$ cat src/rtl/aes_dec_pkg.sv
// Shared definitions for the AES decrypt round sequencer.
//   state_t          : sequencer FSM states
//   MEM_SEL_*        : owner codes for the shared statemt RAM ports
//   ROUNDS_10/12/14  : legal round counts
//   MAX_ROUNDS       : largest accepted round count
package aes_dec_pkg;

    localparam int RW         = 5;
    localparam int MAX_ROUNDS = 14;
    localparam int ROUNDS_10  = 10;
    localparam int ROUNDS_12  = 12;
    localparam int ROUNDS_14  = 14;

    localparam logic [1:0] MEM_SEL_ARK  = 2'd0;
    localparam logic [1:0] MEM_SEL_ISB  = 2'd1;
    localparam logic [1:0] MEM_SEL_IMC  = 2'd2;
    localparam logic [1:0] MEM_SEL_NONE = 2'd3;

    typedef enum logic [3:0] {
        S_IDLE,
        S_ARK_INIT,
        S_ISB,
        S_ARK,
        S_IMC,
        S_ISB_FIN,
        S_ARK_FIN,
        S_DONE,
        S_ERR
    } state_t;

endpackage

$ cat src/rtl/aes_dec_round_sequencer.sv
// Schedule controller for the AES decrypt datapath. Runs AddRoundKey (ARK),
// InvShiftRow+ByteSub (ISB) and InvMixColumn (IMC) in inverse-cipher order
// through their start/done handshakes, drives the ARK round index and selects
// the owner of the shared statemt RAM ports.
//
// Handshake: a kernel's start is held high for every cycle the sequencer sits
// in that kernel's issuing state; the kernel completes on the first rising
// edge at which its done is high (possibly the first cycle). done inputs of
// kernels that are not currently started are ignored.
//
// Ports:
//   ap_clk, ap_rst_n      clock, asynchronous active-low reset
//   ap_start, nb_rounds   block request and round count (10/12/14)
//   ap_done, ap_ready     one-cycle pulses when the block is finished
//   ap_idle               idle and no request pending
//   ap_err                one-cycle pulse when nb_rounds is rejected
//   ark_start/done, ark_n AddRoundKey handshake and round index
//   isb_start/done        InvShiftRow+ByteSub handshake
//   imc_start/done        InvMixColumn handshake
//   mem_sel               statemt owner: 0 ARK, 1 ISB, 2 IMC, 3 none
//   round                 current round counter (status)
module aes_dec_round_sequencer
    import aes_dec_pkg::*;
#(
    parameter int RW         = 5,
    parameter int MAX_ROUNDS = 14
) (
    input  logic          ap_clk,
    input  logic          ap_rst_n,
    input  logic          ap_start,
    input  logic [RW-1:0] nb_rounds,
    output logic          ap_done,
    output logic          ap_ready,
    output logic          ap_idle,
    output logic          ap_err,
    output logic          ark_start,
    input  logic          ark_done,
    output logic [RW-1:0] ark_n,
    output logic          isb_start,
    input  logic          isb_done,
    output logic          imc_start,
    input  logic          imc_done,
    output logic [1:0]    mem_sel,
    output logic [RW-1:0] round
);

    state_t        state, state_nxt;
    logic [RW-1:0] round_q, round_nxt;
    logic [RW-1:0] nb_q, nb_nxt;
    logic [RW-1:0] ark_n_q, ark_n_nxt;
    logic          legal;

    assign legal = (nb_rounds <= RW'(MAX_ROUNDS)) &&
                   ((nb_rounds == RW'(ROUNDS_10)) ||
                    (nb_rounds == RW'(ROUNDS_12)) ||
                    (nb_rounds == RW'(ROUNDS_14)));

    always_ff @(posedge ap_clk or negedge ap_rst_n) begin
        if (!ap_rst_n) begin
            state   <= S_IDLE;
            round_q <= '0;
            nb_q    <= '0;
            ark_n_q <= '0;
        end else begin
            state   <= state_nxt;
            round_q <= round_nxt;
            nb_q    <= nb_nxt;
            ark_n_q <= ark_n_nxt;
        end
    end

    always_comb begin
        state_nxt = state;
        round_nxt = round_q;
        nb_nxt    = nb_q;
        ark_n_nxt = ark_n_q;   // ark_n holds outside the ARK states
        ap_done   = 1'b0;
        ap_ready  = 1'b0;
        ap_idle   = 1'b0;
        ap_err    = 1'b0;
        ark_start = 1'b0;
        isb_start = 1'b0;
        imc_start = 1'b0;
        mem_sel   = MEM_SEL_NONE;
        case (state)
            S_IDLE: begin
                ap_idle = !ap_start;
                if (ap_start) begin
                    if (legal) begin
                        nb_nxt    = nb_rounds;
                        round_nxt = nb_rounds;
                        state_nxt = S_ARK_INIT;
                    end else begin
                        state_nxt = S_ERR;
                    end
                end
            end
            S_ARK_INIT: begin
                ark_start = 1'b1;
                mem_sel   = MEM_SEL_ARK;
                ark_n_nxt = nb_q;
                if (ark_done) begin
                    if (round_q != '0) round_nxt = round_q - 1'b1;
                    state_nxt = S_ISB;
                end
            end
            S_ISB: begin
                isb_start = 1'b1;
                mem_sel   = MEM_SEL_ISB;
                if (isb_done) state_nxt = S_ARK;
            end
            S_ARK: begin
                ark_start = 1'b1;
                mem_sel   = MEM_SEL_ARK;
                ark_n_nxt = round_q;
                if (ark_done) state_nxt = S_IMC;
            end
            S_IMC: begin
                imc_start = 1'b1;
                mem_sel   = MEM_SEL_IMC;
                if (imc_done) begin
                    // Round 1 is the last full round; the final round skips IMC.
                    if (round_q > RW'(1)) begin
                        round_nxt = round_q - 1'b1;
                        state_nxt = S_ISB;
                    end else begin
                        round_nxt = '0;
                        state_nxt = S_ISB_FIN;
                    end
                end
            end
            S_ISB_FIN: begin
                isb_start = 1'b1;
                mem_sel   = MEM_SEL_ISB;
                if (isb_done) state_nxt = S_ARK_FIN;
            end
            S_ARK_FIN: begin
                ark_start = 1'b1;
                mem_sel   = MEM_SEL_ARK;
                ark_n_nxt = '0;
                if (ark_done) state_nxt = S_DONE;
            end
            S_DONE: begin
                ap_done   = 1'b1;
                ap_ready  = 1'b1;
                state_nxt = S_IDLE;
            end
            S_ERR: begin
                ap_err    = 1'b1;
                state_nxt = S_IDLE;
            end
            default: begin
                state_nxt = S_IDLE;
                round_nxt = '0;
                nb_nxt    = '0;
                ark_n_nxt = '0;
            end
        endcase
    end

    assign ark_n = ark_n_nxt;
    assign round = round_q;

endmodule

$ cat config.mk
export PLATFORM = sky130hd
export DESIGN_NAME = aes_dec_round_sequencer
export DESIGN_NICKNAME = d
export VERILOG_FILES = /design/src/rtl/aes_dec_pkg.sv /design/src/rtl/aes_dec_round_sequencer.sv
export SDC_FILE = /design/constraint.sdc
export NUM_CORES = 1
export LEC_CHECK = 0
export ABC_AREA = 0
export ABC_CLOCK_PERIOD_IN_PS = 2100
export CORE_MARGIN = 5
export CORE_UTILIZATION = 45
export CTS_BUF_LIST = sky130_fd_sc_hd__clkbuf_2 sky130_fd_sc_hd__clkbuf_4 sky130_fd_sc_hd__clkbuf_8
export CTS_CLUSTER_DIAMETER = 40
export DETAILED_ROUTE_END_ITERATION = 12
export PLACE_DENSITY = 0.72
export SYNTH_ARGS = -nofsm -noshare
export SYNTH_HDL_FRONTEND = slang
export SYNTH_SLANG_ARGS = --single-unit
$ cat constraint.sdc
create_clock -name ap_clk -period 2.1 [get_ports ap_clk]
set_input_delay 0.525 -clock ap_clk [delete_from_list [all_inputs] [get_ports ap_clk]]
set_output_delay 0.525 -clock ap_clk [all_outputs]
set_load 0.005 [all_outputs]
Yosys cells after proc, flatten, opt, wreduce, memory -nomap -nowiden
Index checks and enable logic that the tools add are counted.
{ "word_totals": {"regBits": 19, "inputBits": 11, "out_inout_bits": 19, "elab_cells": 69} }
{ "classes": {"n_addsub": 1, "n_lt_le_gt_ge": 2, "eq_ne": 20, "muxes": 26, "bitwise": 2, "reduce_logical": 14} }
{ "op_table": {"columns": ["op", "n"], "rows": [
  ["$mux 4", 8],
  ["$mux 5", 6],
  ["$pmux 4 s7", 1],
  ["$pmux 5 s4", 1],
  ["$ne 2x2->1 const B", 9],
  ["$eq 4x3->1 const B", 4],
  ["$eq 5x4->1 const B", 3],
  ["$pmux 5 s3", 1],
  ["$reduce_or 6->1", 2],
  ["$pmux 5 s2", 1],
  ["$eq 4x2->1 const B", 2],
  ["$reduce_or 8->1", 1],
  ["$reduce_and 7->1", 1],
  ["$mux 1", 6],
  ["$pmux 2 s3", 1],
  ["$reduce_and 6->1", 1],
  ["$gt 5x1->1 const B", 1],
  ["$le 5x4->1 const B", 1],
  ["$reduce_bool 5->1", 1],
  ["$sub 5x1->5 const B", 1],
  ["$eq 4x1->1 const B", 1],
  ["$eq 4x4->1 const B", 1],
  ["$logic_not 4->1", 1],
  ["$mux 3", 1],
  ["7 further kinds", 9]
]} }

Logic depth before layout (Yosys ltp)
{ "logic_depth": {"word_depth": 7, "ltp_mapped": 7, "mapped_depth_nobuf": 6} }

Worst setup path before layout
OpenSTA, ideal clock, no wires.
{ "synth_path": {"kind": "register -> output", "from": "register state[1]", "to": "output ark_n[0]", "arrival_time_ps": 1431, "required_ps": 1575, "setup_slack_ps": 144, "stages_incl_launch_ff": 7, "path_buffers": 2, "path_cell_list": "dfrtp_1 buf_6 clkbuf_1 nand2_1 nor3_1 a22oi_1 o21ai_0"} }
{ "synth_between": {"elab_chain_len": 3, "elab_cells_between_ends": 10, "cone_classes": "eq/ne: 7; mux: 1; reduce/logical: 2"} }
{ "synth_rtl": {"columns": ["item", "line_no", "source"], "rows": [
  ["start: declaration", "aes_dec_round_sequencer.sv:47", "state_t state, state_nxt;"],
  ["start signal: assignment", "aes_dec_round_sequencer.sv:65", "state <= state_nxt;"],
  ["$eq 4x3->1 (tied with other cells)", "aes_dec_round_sequencer.sv:85", "case (state)"],
  ["$reduce_or 6->1 (no line)", null, null],
  ["$pmux 5 s3 (*)", "aes_dec_round_sequencer.sv:85", null],
  ["end: declaration", "aes_dec_round_sequencer.sv:38", "output logic [RW-1:0] ark_n,"]
]} }
Mark *: on every way between the ends. The rest lies on a longest branch, timed or not.

Final worst setup path
{ "layout_path": {"from": "register state[3]", "to": "output ark_n[3]"} }
Same word-level chain as after synthesis.

==> results.md <==
- The run finished, with violations left.
- The final reports fail on negative setup slack.
- For the worst-skew pair, the clock arrives at the later sink with an insertion delay of 310 ps.
- The wire-length estimate of the detail-placed layout is 2870 um.
- The critical path class is flip-flop to output port.
- The number of global-route vias before repair is 1454.
- The share of synthesized area occupied by flip-flops and latches is 35.1%.
- The achievable clock frequency is 444 MHz.
- The proportion of layout cells with a drive suffix above 1 is 43.3%.
- The number of distinct standard cells referenced by the synthesized netlist is 47.
- The slack of the worst reg-to-reg path is 60 ps.
- The startpoint of the worst register-to-register path is state[0].
- The worst setup path is launched from a flip-flop.
- Once the floorplan was initialized, standard cells occupied 45.5% of the core.
- The first-pass GRT wire length is 6760 um.
- After clock tree synthesis, the clock-pin slew on the worst setup and hold paths is 120 ps.
- The first detailed-routing pass took 4 iterations.
- In this run the deepest clock path goes through 2 buffers.
- The power density over cell area is 1370 nW/um2.
- Hold is met by 517 ps.
- The startpoint identified for the worst hold timing path is nb_q[1].
- The smallest clock period supported by the final layout is computed as 2250 ps.
- The setup-violating endpoint count in the final report is 5.
- The count of flip-flops with a built-in enable after synthesis is 0.
- The height of the die is 64.9 um.
- Summed over all nets, the switching power comes to 1290 uW.
- The routed wire length is 4130 um.
- The maximum VDD drop is 595 uV.
- The H-tree depth reported by CTS is 1.
- The clock tree from TritonCTS is built.
- The synthesized design contains 19 register bits.
- For this design the static power due to leakage is 0.000947 uW.
- The worst reg2reg path depth is 12.
- In the synthesized netlist the dominant register cell turns out to be sky130_fd_sc_hd__dfrtp_1.
- In the post-synthesis netlist, the biggest area contributors are sky130_fd_sc_hd__dfrtp_1 (35%), sky130_fd_sc_hd__o21ai_0 (5.2%), sky130_fd_sc_hd__nand2_1 (4.2%).
- The cell at the root of the clock tree is sky130_fd_sc_hd__clkbuf_4.
- The min-delay analysis places its worst path in the category flip-flop to flip-flop.
- The number of nets in the layout is 230.
- The clock network accounts for 7.1% of the total power.
- In this run the tightest slew margin relative to its limit is 61.3%.
- After synthesis, the share of flip-flops with an asynchronous set or reset is 100%.
- The total congestion overflow after global routing is 0.
- The critical path data arrival time is 1730 ps.
- Summing over every cut layer, the via total after detailed routing is 1440.
- The endpoint of the worst-slack reg-to-reg timing path is ark_n_q[4].
- For the final routed database, the setup TNS stands at -492 ps.
- Entering global routing, the biggest net connects 20 pins.
- The final max-slew violation count was 0.
- The number of CTS-inserted buffers is 3.
- The count of buffers added on input and output ports is 29.
- At the end of routability-driven placement, the weighted congestion stood at 0.881.
- The initial detailed-routing violation count is 95.
- Across all setup checks in the final design, the least slack found is -150 ps.
- Data on the critical path is required at its endpoint by 1570 ps.
- Combinational logic is responsible for 71.2% of the overall power.
- Cell internal power was estimated by the tool at 1540 uW.
- After synthesis, the largest area contributor takes up 35.1% of total cell area.
- For this run, design rule violations remaining after detail routing come to 0.
- The combined global-route utilization of all metal layers is 20.9%.
- At the pin with the least slew margin, the transition time is 577 ps.
- The final critical-path share of the clock period is 107%.
- The site row count is 20.
- The number of antenna violations at the first check in global routing is 0.
- The proportion of total power due to net switching is 45.7%.
- Counting every net in the synthesized netlist gives 161.
- Using the TritonRoute via totals, the vias-per-cell ratio works out to 5.81.
- The max-cap check violation count is 0.
- The number of antenna cells inserted is 0.
- The area growth from synthesis to layout is 51.9%.
- Per report_power, the sequential group accounts for 21.7% of the total.
- The total count of hold-check failures in the final report was 0.
- Setup repair after global routing could not meet its margin everywhere.
- The largest driver fanout on the critical path is 4.
- The commonest cells after synthesis are sky130_fd_sc_hd__dfrtp_1 (19), sky130_fd_sc_hd__nand2_1 (15), sky130_fd_sc_hd__o21ai_0 (14).
- The endpoint of the worst hold-timing path is nb_q[1].
- The average instance in the mapped netlist occupies 9.23 um2.
- The die is 64.9 um wide.
- 30 I/O pins were placed.
- The synthesized netlist cell count is 147.
- For this run, the number of Yosys warnings is 0.
- The summed instance area of the synthesized netlist is 1360 um2.
- The clock net in this run drives a total of 19 sinks.
- The cell with the most instances after synthesis is sky130_fd_sc_hd__dfrtp_1.
- Between clock sinks in the finished design, the worst skew comes to 6.21 ps.
- STA classifies the critical path endpoint as an output port.
- In this run the remaining antenna-violating nets after routing total 0.
- The most area-hungry cell type in the Yosys netlist is sky130_fd_sc_hd__dfrtp_1.
- The area of the die is 4210 um2.
- The wire length per cell after detailed routing is 16.7 um.
- The area of the core is 2980 um2.
- The depth of the worst hold-timing path is 2.
-- power groups by stage --
stage	combinational, uW	sequential (uW)	clock, uW
2_1_floorplan	1120	554	0
3_5_place_dp	1720	600	0
4_1_cts	1850	590	200
6_report	2010	614	201
5_1_grt	2180	626	223
3_3_place_gp	1680	597	0
-- sequential cells by signal (all words and copies together) (netlist names) --
signal / flops
nb_q: 5
round: 5
state: 4
ark_n_q: 5
-- what timing repair did --
action / in CTS / in global routing
cloned: 0 / 0
endpoints found under the hold margin: 0 / 0
hold buffers: 0 / 0
setup endpoints to repair: 14 / 18
setup buffers: 20 / 6
pin swaps: 1 / 4
resized for setup: 38 / 40
-- layer usage --
metal  vias up  track usage [%]  wire length, um
met1       692             24.1             1740
met4         0             10.0              148
met5         -                0                0
met3        16             3.64              216
li1        670                -                -
met2        62             36.9             2020
-- cell usage in the layout, fill, tap and decap left out, drive strengths merged, types with 4 or more instances in the layout --
cell            n
inv            11
nor3            5
a21oi           4
buf            49
o21ai          16
a211oi          4
clkbuf          9
clkdlybuf4s50  15
nand2          15
dfrtp          19
a22oi           5
nor2           12
nand2b          4
nor4b           4
-- critical path: stages, from the launching register on --
cell,delay (ps)
sky130_fd_sc_hd__dfrtp_2,450
sky130_fd_sc_hd__buf_6,140
sky130_fd_sc_hd__nor4b_4,230
sky130_fd_sc_hd__buf_4,180
sky130_fd_sc_hd__a22oi_2,50
sky130_fd_sc_hd__o21ai_1,110
sky130_fd_sc_hd__dlygate4sd2_1,260
-- cells by family after synthesis --
logic type      Yosys count  share of synthesized area [%]
buf+inv                  21                           8.58
mux                       4                           4.61
simple gates             53                           24.1
fa+ha+maj                 3                           2.77
flops                    19                           35.1
compound gates           47                           24.9
-- how the worst max path moves through the flow --
| stage | from | to | slack [ps] | cells after the start |
|---|---|---|---|---|
| finish | state[3] | ark_n[3] | -150 | 6 |
| global route | state[2] | ark_n[3] | -220 | 6 |
| CTS | state[0] | mem_sel[1] | -180 | 4 |
| detailed placement | state[2] | ark_n[0] | -180 | 5 |
| global placement | state[2] | ark_n[1] | -110 | 5 |
| floorplan | state[1] | ark_n[0] | 140 | 6 |
-- final cells by class --
cell class | instances | area (um2)
fillers | 230 | 917
multi-input cells | 107 | 856
repair buffers | 74 | 614
flip-flops and latches | 19 | 478
inverters | 11 | 41.3
well taps | 33 | 41.3
clock buffers | 3 | 22.5
clock inverters | 1 | 7.51
-- stage by stage --
stage	power (uW)	setup slack [ps]	utilization [%]	instance area (um2)	instances
6_report	2830	-150	69.2	2060	248
5_1_grt	3030	-218	69.2	2060	248
4_1_cts	2640	-182	67.4	2010	248
3_5_place_dp	2320	-179	60.5	1800	224
3_3_place_gp	2280	-113	60.5	1800	224
2_1_floorplan	1670	144	-	1360	147
(Power assumes the default switching activity.)
